$ cat config.mk
export PLATFORM = sky130hd
export DESIGN_NAME = decode_stage
export DESIGN_NICKNAME = d
export VERILOG_FILES = /design/src/rtl/decode_stage.sv
export SDC_FILE = /design/constraint.sdc
export NUM_CORES = 1
export LEC_CHECK = 0
export BUFFER_PORTS_ARGS = -buffer_cell sky130_fd_sc_hd__buf_2
export CORE_ASPECT_RATIO = 1.75
export CORE_MARGIN = 1.5
export CORE_UTILIZATION = 55
export DETAILED_ROUTE_END_ITERATION = 8
export PLACE_DENSITY = 0.93
export SYNTH_ARGS = -nofsm -noshare
export SYNTH_HDL_FRONTEND = slang
export SYNTH_SLANG_ARGS = --single-unit
$ cat constraint.sdc
create_clock -name clk -period 7.5 [get_ports clk]
set_input_delay 1.875 -clock clk [delete_from_list [all_inputs] [get_ports clk]]
set_output_delay 1.875 -clock clk [all_outputs]
set_load 0.005 [all_outputs]
$ cat src/rtl/decode_stage.sv
// Registered instruction decode stage with a per-register pending-write scoreboard
// that stalls read-after-write hazards, and valid/ready handshakes on both sides.
module decode_stage #(
  parameter int INSTR_W = 32,
  parameter int REG_AW  = 5,
  parameter int XLEN    = 32
) (
  input  logic               clk,
  input  logic               rst_n,
  input  logic               in_valid,
  output logic               in_ready,
  input  logic [INSTR_W-1:0] instruction,
  output logic               out_valid,
  input  logic               out_ready,
  output logic [2:0]         alu_op,
  output logic [REG_AW-1:0]  rd,
  output logic [REG_AW-1:0]  rs1,
  output logic [REG_AW-1:0]  rs2,
  output logic [XLEN-1:0]    immediate,
  output logic               is_imm_op,
  output logic               illegal,
  input  logic               wb_valid,
  input  logic [REG_AW-1:0]  wb_rd,
  input  logic               flush
);

  localparam int IMM_W    = INSTR_W - 4 - 3 * REG_AW;
  localparam int NUM_REGS = 2 ** REG_AW;
  localparam logic [NUM_REGS-1:0] REG0_BIT  = {{(NUM_REGS-1){1'b0}}, 1'b1};
  localparam logic [NUM_REGS-1:0] NO_REGS   = {NUM_REGS{1'b0}};
  localparam logic [REG_AW-1:0]   REG_ZERO  = {REG_AW{1'b0}};

  logic [3:0]          f_op;
  logic [REG_AW-1:0]   f_rd;
  logic [REG_AW-1:0]   f_rs1;
  logic [REG_AW-1:0]   f_rs2;
  logic [IMM_W-1:0]    f_imm;
  logic [XLEN-1:0]     f_imm_ext;
  logic [2:0]          dec_alu;
  logic                dec_imm;
  logic                dec_ill;
  logic                use_rs1;
  logic                use_rs2;
  logic                dec_writes;
  logic                held_writes;
  logic                hazard;
  logic                accept;
  logic [NUM_REGS-1:0] pending;
  logic [NUM_REGS-1:0] pend_eff;
  logic [NUM_REGS-1:0] pending_nxt;
  logic [NUM_REGS-1:0] wb_mask;
  logic [NUM_REGS-1:0] flush_mask;
  logic [NUM_REGS-1:0] set_mask;

  assign f_op      = instruction[INSTR_W-1 -: 4];
  assign f_rd      = instruction[INSTR_W-5 -: REG_AW];
  assign f_rs1     = instruction[INSTR_W-5-REG_AW -: REG_AW];
  assign f_rs2     = instruction[INSTR_W-5-2*REG_AW -: REG_AW];
  assign f_imm     = instruction[IMM_W-1:0];
  assign f_imm_ext = {{(XLEN-IMM_W){f_imm[IMM_W-1]}}, f_imm};

  // Opcode table: ALU operation, immediate select and which sources are read
  always_comb begin
    dec_alu = 3'b000;
    dec_imm = 1'b0;
    dec_ill = 1'b0;
    use_rs1 = 1'b0;
    use_rs2 = 1'b0;
    case (f_op)
      4'd0: dec_alu = 3'b000;
      4'd1: begin dec_alu = 3'b010; use_rs1 = 1'b1; use_rs2 = 1'b1; end
      4'd2: begin dec_alu = 3'b011; use_rs1 = 1'b1; use_rs2 = 1'b1; end
      4'd3: begin dec_alu = 3'b100; use_rs1 = 1'b1; use_rs2 = 1'b1; end
      4'd4: begin dec_alu = 3'b101; use_rs1 = 1'b1; use_rs2 = 1'b1; end
      4'd5: begin dec_alu = 3'b110; dec_imm = 1'b1; use_rs1 = 1'b1; end
      4'd6: begin dec_alu = 3'b111; dec_imm = 1'b1; use_rs1 = 1'b1; end
      default: dec_ill = 1'b1;
    endcase
  end

  assign dec_writes  = ~dec_ill & (f_op != 4'd0) & (f_rd != REG_ZERO);
  // Only NOOP and illegal opcodes decode to alu_op 000, so a nonzero held alu_op means a register write
  assign held_writes = out_valid & (alu_op != 3'b000) & (rd != REG_ZERO);

  assign wb_mask    = wb_valid ? (REG0_BIT << wb_rd) : NO_REGS;
  assign flush_mask = (flush & held_writes) ? (REG0_BIT << rd) : NO_REGS;
  assign set_mask   = (accept & dec_writes) ? (REG0_BIT << f_rd) : NO_REGS;

  assign pend_eff    = pending & ~wb_mask;
  assign hazard      = in_valid & ((use_rs1 & pend_eff[f_rs1]) | (use_rs2 & pend_eff[f_rs2]));
  assign in_ready    = (~out_valid | out_ready) & ~hazard & ~flush;
  assign accept      = in_valid & in_ready;
  // Set is applied last so a same-cycle accept wins over writeback of the same register
  assign pending_nxt = ((pend_eff & ~flush_mask) | set_mask) & ~REG0_BIT;

  // Pending-write scoreboard
  always_ff @(posedge clk or negedge rst_n) begin
    if (!rst_n) begin
      pending <= NO_REGS;
    end else begin
      pending <= pending_nxt;
    end
  end

  // Decoded output register; fields only change on accept
  always_ff @(posedge clk or negedge rst_n) begin
    if (!rst_n) begin
      out_valid <= 1'b0;
      alu_op    <= 3'b000;
      rd        <= REG_ZERO;
      rs1       <= REG_ZERO;
      rs2       <= REG_ZERO;
      immediate <= {XLEN{1'b0}};
      is_imm_op <= 1'b0;
      illegal   <= 1'b0;
    end else if (accept) begin
      out_valid <= 1'b1;
      alu_op    <= dec_alu;
      rd        <= f_rd;
      rs1       <= f_rs1;
      rs2       <= f_rs2;
      immediate <= f_imm_ext;
      is_imm_op <= dec_imm;
      illegal   <= dec_ill;
    end else if (flush | out_ready) begin
      out_valid <= 1'b0;
    end
  end

endmodule

# [Word level (Yosys, flattened, before mapping)]
# Index checks and enable logic that the tools add are counted.
# W data, S select, Z words.
[word_totals] ff_bits=65 inputBits=43
[classes] order_cmp=2 n_eq_ne=6 shift=3 n_mux=14 bitwise_logic=23 n_reduce_logical=10
[op_table] operator="$mux W32" n=3
[op_table] operator="$shl A1 B5 Y32 const A" n=3
[op_table] operator="$and A32 B32 Y32" n=2
[op_table] operator="$not A32 Y32" n=2
[op_table] operator="$or A32 B32 Y32" n=1
[op_table] operator="$pmux W3 S6" n=1
[op_table] operator="$and A1 B1 Y1" n=12
[op_table] operator="$eq A4 B3 Y1 const B" n=3
[op_table] operator="$lt A5 B6 Y1 const B" n=2
[op_table] operator="$bmux W1 S5" n=2
[op_table] operator="$reduce_bool A5 Y1" n=2
[op_table] operator="$eq A4 B2 Y1 const B" n=2
[op_table] operator="$mux W1" n=8
[op_table] operator="$reduce_or A7 Y1" n=1
[op_table] operator="$reduce_or A6 Y1" n=1
[op_table] operator="$eq A4 B1 Y1 const B" n=1
[op_table] operator="$logic_not A4 Y1" n=1
[op_table] operator="$reduce_bool A4 Y1" n=1
[op_table] operator="$reduce_or A4 Y1" n=1
[op_table] operator="$not A1 Y1" n=3
[op_table] operator="$or A1 B1 Y1" n=3
[op_table] operator="$reduce_bool A3 Y1" n=1
[op_table] operator="$reduce_bool A2 Y1" n=1
[op_table] operator="$reduce_or A2 Y1" n=1

# [Logic depth before layout (Yosys ltp)]
# Gate-level depths: netlist of the first run.
[depth] depth_word=16 mapped_depth=10 mapped_depth_nobuf=8

# [Worst setup path before layout of the first run]
# Ideal clock, no wire load.
[synth_timing] path_kind="input-to-output" startpoint="in wb_rd[2]" endpoint="out in_ready" arrival_ns=3.653 t_required_ns=5.625 path_slack_ns=1.972 cell_stages=8 cell_sequence="or4b_1 > o21ai_1 > mux2i_1 > a2111oi_0 > or4_1 > o211a_4 > nand3_1 > a21boi_1"
[synth_between] elab_chain_cells=12 word_cells_on_any_way=15 classes_between="shift (1); mux (5); bitwise (9)"
[synth_lines] element="start: declaration" line="23" rtl="input logic [REG_AW-1:0] wb_rd,"
[synth_lines] element="$shl A1 B5 Y32 (*)" line="85" rtl="assign wb_mask = wb_valid ? (REG0_BIT << wb_rd) : NO_REGS;"
[synth_lines] element="$mux W32 (*)" line="85"
[synth_lines] element="$not A32 Y32 (*)" line="89" rtl="assign pend_eff = pending & ~wb_mask;"
[synth_lines] element="$and A32 B32 Y32 (*)" line="89"
[synth_lines] element="$bmux W1 S5" line="90" rtl="assign hazard = in_valid & ((use_rs1 & pend_eff[f_rs1]) | (use_rs2 & pend_eff[f_rs2]));"
[synth_lines] element="$mux W1 (implied by the code)" line="90"
[synth_lines] element="$and A1 B1 Y1" line="90"
[synth_lines] element="$or A1 B1 Y1 (*)" line="90"
[synth_lines] element="$and A1 B1 Y1 (*)" line="90"
[synth_lines] element="$not A1 Y1 (*)" line="91" rtl="assign in_ready = (~out_valid | out_ready) & ~hazard & ~flush;"
[synth_lines] element="$and A1 B1 Y1 (*) (2 in a row)" line="91"
[synth_lines] element="end: declaration" line="11" rtl="output logic in_ready,"
# Every way passes the cells marked *; elsewhere a longest branch is shown, timed or not. The select of a mux whose other input is x is not followed.

# [Worst setup path in the final report of the first run]
# Ends and elaborated chain as after synthesis.

==> results.toml, run 1 <==
[run_status]
status = "completed"

[flow_run]
maxCapViolCount = 0

[drt]
first_iter_violations = 459
drt_first_pass_iters = 5
met1_length_um = 3810
drt_wl_total_um = 11400
drc = 0
route.met3.wl_um = 969
ant_nets = 0
num_vias = 3737
post_drt_via_cell_ratio = 6.82
routedWlPerCell_um = 20.8
highest_layer = "met4"
route.met2.wl_um = 5960

[power]
seq_power_share = 0.388
p_total_mw = 1.17
switchingPower_mw = 0.348
p_int_mw = 0.819
vdd_drop_max_mv = 0.207
p_sw_frac = 0.298
p_leak_nw = 1.97
combPwrFrac = 0.217
p_per_area_mw_per_mm2 = 250
clock_power_share = 0.395

[floorplan]
die_w_um = 67.6
fp.dieH_um = 116
dieArea_mm2 = 0.00786
top_level_ports = 97
initial_core_util = 0.564
rows = 41
core_area_mm2 = 0.00713

[logic_synthesis]
netlist_area_mm2 = 0.00402
synth_edf_count = 0
synthFlopType = "dfrtp_1"
async_flop_share = 1.00
synth_cell_types = 64
syn-num-nets = 438
synth_cells = 395
syn_area_per_cell_um2 = 10.2
yosys_warnings = 0
ys_ff_latch = 65
ys_seq_area_frac = 0.404

[global_routing]
grt_usage = 0.312
grt_pass1_vias = 3560
grt_pass1_wl_um = 17900
grt_max_degree = 66
antenna_found_initial = 0
grt.overflow.total = 0

[timing]
worst_slew_pin_slew_ps = 817
finClkSkew_ps = 8.03
setup_tns_ps = 0
finalMaxSlewViolations = 0
timing.final.crit_share = 0.827
relSlewSlack = 0.455
rsz0062_at_grt = "no"
fin_crit_ps = 6200
fmax_mhz = 161
holdWs_ps = 484
hold_viol = 0
setup_viol = 0

[clock_network]
clk_pin_slew_worst_paths_ps = 60
cts_max_level = 3
cts_hold_buf = 0
cts_tree = "yes"
clock_path_buffers = 2
post-cts-setup-buffer-count = 0
root_buffer = "clkbuf_16"
clock_latency_ps = 340
cts_resized = 0
numCtsBuffers = 9
cts.sinks = 65

[finish]
syn2layout_area_growth_pct = 16.1
fillerInstances = 536
final_core_util = 0.655
regArea_mm2 = 0.00163
nNetsFinal = 500
postLayoutCellArea_mm2 = 0.00467
drive_gt1_frac = 0.288
antenna_cells = 0
multi_input_area_mm2 = 0.00210

[placed_design]
port_buffers = 96
hpwl_um = 8120
placed_cell_area_mm2 = 0.00435
gp_congestion = 1.01

[setup_path]
crit_path_max_fanout = 9
max_stage_delay_ps = 650
cp.arrival_ps = 4320
worst-path-buf-inv = 2
cp-end-kind = "primary output"
criticalPathCategory = "input port to primary output"
critPathMostFrequentCell = "buf_2"
crit_slowest_cell = "or4b_1"
cp.required_ps = 5620
path_delay_family = "compound AO/OA/AOI/OAI gates"
crit_chain = "buf_2 -> or4b_1 -> o21ai_1 -> mux2i_1 -> a2111oi_0 -> or4_1 -> o211a_4 -> nand3_1 -> a21boi_1 -> buf_2"
start_kind = "input port"

[min_path]
hp-class = "register to register"
==> metrics by stage <==
step / std cells / setup WS (ps)
floorplan: 395 / 1970
global placement: 532 / 1380
detailed placement: 532 / 1400
CTS: 548 / 1390
global route: 548 / 1220
finish: 548 / 1300
==> per-layer routing <==
| metal | track usage | vias to the layer above |
|---|---|---|
| met1 | 0.352 | 1776 |
| met3 | 0.0732 | 70 |
| met4 | 0.190 | 0 |
| met2 | 0.520 | 265 |
| met5 | 0 | - |
| li1 | - | 1626 |
==> power by group through the flow <==
stage          Sequential (mW)  Clock, mW  Combinational [mW]
2_1_floorplan            0.449          0               0.171
3_3_place_gp             0.452          0               0.241
3_5_place_dp             0.457          0               0.249
4_1_cts                  0.452      0.463               0.251
5_1_grt                  0.462      0.479               0.281
6_report                 0.452      0.462               0.253
==> state kept, by name, indices dropped and copies added (netlist names) <==
name and cells:
is_imm_op 1, out_valid 1, rs1 5, immediate 13, illegal 1, rd 5, alu_op 3, rs2 5
pending 31
==> Yosys cell counts (8+ instances only) <==
master     n  share of area
o21bai_1  10          0.019
o21a_1    11          0.021
nand3_1    8          0.010
nand2b_1  12          0.019
o21ai_0   19          0.024
o211ai_1  10          0.019
nor2_1    20          0.019
nor3_1    11          0.014
o21ai_1   11          0.014
o31ai_1   24          0.045
clkbuf_1  18          0.017
buf_4     20          0.037
nand2_1   20          0.019
dfrtp_1   65           0.40
mux2_1    31          0.087
==> kinds of logic (layout without fill, tap and decap cells) <==
logic type,after synthesis,count (layout),synth area share
AO/OA/AOI/OAI,124,124,0.233
AND/OR/NAND/NOR,112,112,0.160
flip-flops,65,65,0.404
buffers and inverters,52,119,0.0734
multiplexers,40,40,0.125
XOR/XNOR,2,2,0.00436
==> layout by cell type (no fill, tap or decap), types with 5 or more instances in the layout <==
master / n
buf_2: 96
clkbuf_16: 9
dfrtp_1: 65
inv_1: 6
mux2_1: 31
mux4_2: 5
nand2_1: 20
nand2b_1: 12
nand3_1: 8
nand3b_1: 7
nand4_1: 5
nor2_1: 20
nor3_1: 11
o2111ai_1: 5
o211ai_1: 10
o21a_1: 11
o21ai_0: 19
o21ai_1: 11
o21bai_1: 10
o31ai_1: 24
o32ai_2: 6
==> worst register-to-register path: cells and delay by family, from the launching register on <==
kind	cells	cell delay, ps
AO/OA/AOI/OAI	5	1520
AND/OR/NAND/NOR	3	950
flip-flops	1	410
==> final cells by class <==
| cell class | count | share of cell area |
|---|---|---|
| Clock inverter | 7 | 0.0217 |
| Inverter | 6 | 0.00482 |
| Timing Repair Buffer | 97 | 0.104 |
| Tap cell | 86 | 0.0230 |
| Clock buffer | 9 | 0.0482 |
| Multi-Input combinational cell | 278 | 0.450 |
| Sequential cell | 65 | 0.348 |
==> worst paths after layout <==
path,startpoint,endpoint,slack (ps),cells past startpoint
setup reg to reg,pending[29],pending[26],4490,8
max in group asynchronous,rst_n,pending[21],5250,2
setup / recovery,wb_rd[2],in_ready,1300,10
min in group asynchronous,rst_n,is_imm_op,1710,2
hold / removal,rs1[1],rs1[1],480,1
hold reg to reg,rs1[1],rs1[1],480,1
Power figures use the tool's default switching activity.
==> inputs of run 2 (changes only) <==
--- a/config.mk
+++ b/config.mk
@@ -8,9 +8,9 @@
 export BUFFER_PORTS_ARGS = -buffer_cell sky130_fd_sc_hd__buf_2
 export CORE_ASPECT_RATIO = 1.75
 export CORE_MARGIN = 1.5
-export CORE_UTILIZATION = 55
+export CORE_UTILIZATION = 54
 export DETAILED_ROUTE_END_ITERATION = 8
-export PLACE_DENSITY = 0.93
+export PLACE_DENSITY = 0.91
 export SYNTH_ARGS = -nofsm -noshare
 export SYNTH_HDL_FRONTEND = slang
 export SYNTH_SLANG_ARGS = --single-unit
==> constraint.sdc (replaced) <==
create_clock -name clk -period 6.4 [get_ports clk]
set_input_delay 1.6 -clock clk [delete_from_list [all_inputs] [get_ports clk]]
set_output_delay 1.6 -clock clk [all_outputs]
set_load 0.005 [all_outputs]
==> results.toml, run 2 (synthesis results as in run 1) <==
[run_status]
status = "completed"

[power]
p_total_mw = 1.40
p_sw_frac = 0.288
p_int_mw = 1.00
combPwrFrac = 0.210
clock_power_share = 0.412
p_per_area_mw_per_mm2 = 299
vdd_drop_max_mv = 0.232
switchingPower_mw = 0.404
p_leak_nw = 1.99
seq_power_share = 0.378

[clock_network]
cts_tree = "yes"
cts_max_level = 3
numCtsBuffers = 9
cts.sinks = 65
cts_hold_buf = 0
clk_pin_slew_worst_paths_ps = 60
clock_latency_ps = 340
cts_resized = 0
root_buffer = "clkbuf_16"
clock_path_buffers = 2
post-cts-setup-buffer-count = 0

[timing]
worst_slew_pin_slew_ps = 824
relSlewSlack = 0.450
timing.final.crit_share = 0.915
setup_viol = 0
finalMaxSlewViolations = 0
hold_viol = 0
finClkSkew_ps = 7.43
fin_crit_ps = 5850
fmax_mhz = 171
setup_tns_ps = 0
rsz0062_at_grt = "no"

[global_routing]
antenna_found_initial = 0
grt.overflow.total = 0
grt_pass1_wl_um = 17200
grt_max_degree = 66
grt_pass1_vias = 3325
grt_usage = 0.297

[setup_path]
criticalPathCategory = "input port to primary output"
cp-end-kind = "primary output"
cp.arrival_ps = 4250
crit_path_max_fanout = 9
cp.required_ps = 4800
start_kind = "input port"

[drt]
ant_nets = 0
drc = 0
post_drt_via_cell_ratio = 6.61
drt_wl_total_um = 11300
routedWlPerCell_um = 20.7
num_vias = 3623
drt_first_pass_iters = 6
first_iter_violations = 286

[placed_design]
gp_congestion = 1.03
port_buffers = 96
hpwl_um = 8170

[floorplan]
die_w_um = 68.2
core_area_mm2 = 0.00723
rows = 41
top_level_ports = 97
initial_core_util = 0.556
fp.dieH_um = 117
dieArea_mm2 = 0.00800

[finish]
layout_common_cells = "96 x buf_2, 65 x dfrtp_1, 31 x mux2_1"
largest_reg_flops = 31
fillerInstances = 561
syn2layout_area_growth_pct = 16.7
nNetsFinal = 500
top_register = "pending"
top_regs = "pending (31), immediate (13)"
layout_commonest_cell = "buf_2"
drive_gt1_frac = 0.288
antenna_cells = 0

[flow_run]
maxCapViolCount = 0

[min_path]
hp-class = "register to register"
==> run 2: cell types whose count changed in the layout (fill, tap and decap cells not counted), sizes merged <==
cell      before  now
bufinv         2    3
clkinv         1    2
clkinvlp       2    0
==> run 2: layer usage <==
layer | up-vias | share of wire | routed length [µm] | track usage
li1 | 1620 | - | - | -
met1 | 1732 | 0.36 | 4030 | 0.346
met2 | 222 | 0.52 | 5870 | 0.487
met3 | 49 | 0.071 | 802 | 0.0554
met4 | 0 | 0.056 | 633 | 0.197
met5 | - | 0 | 0 | 0
==> run 2: final timing paths <==
kind	start	end	slack [ps]	cells past startpoint
worst max-delay path	wb_rd[2]	in_ready	550	10
worst min-delay path	immediate[9]	immediate[9]	480	1
worst max register to register	pending[29]	pending[27]	3350	8
worst min register to register	immediate[9]	immediate[9]	480	1
max in group asynchronous	rst_n	pending[28]	4410	2
min in group asynchronous	rst_n	is_imm_op	1440	2
==> run 2: stage by stage <==
stage                     cell area, µm²  hold WS [ps]  setup slack (ps)  cells   util
after floorplan                     4020           489              1420    395      -
after global placement              4350           468               618    532  0.601
after detailed placement            4350           476               633    532  0.601
after CTS                           4700           489               619    548  0.649
after global routing                4700           503               505    548  0.649
final                               4700           485               547    548  0.649
==> run 2: layout make-up <==
class                      count  area [µm²]  share of cell area
tap                           86         108              0.0229
sequential                    65        1630               0.346
timing repair buffer          97         488               0.104
multi-input combinational    278        2100               0.447
inverter                       6        22.5             0.00480
clock buffer                   9         225              0.0480
clock inverter                 7         125              0.0266
==> run 2: worst max-delay path: stages <==
cell and delay [ps]:
buf_2 140, or4b_1 620, o21ai_1 290, mux2i_1 120
a2111oi_0 710, or4_1 230, o211a_4 190, nand3_1 80
a21boi_1 140, buf_2 120
==> run 2: power by group through the flow <==
stage                     clock [mW]  combinational, mW  sequential, mW
final                          0.578              0.295           0.531
after global routing           0.597              0.330           0.542
after CTS                      0.579              0.294           0.530
after detailed placement           0              0.292           0.536
after global placement             0              0.286           0.532
after floorplan                    0              0.200           0.526
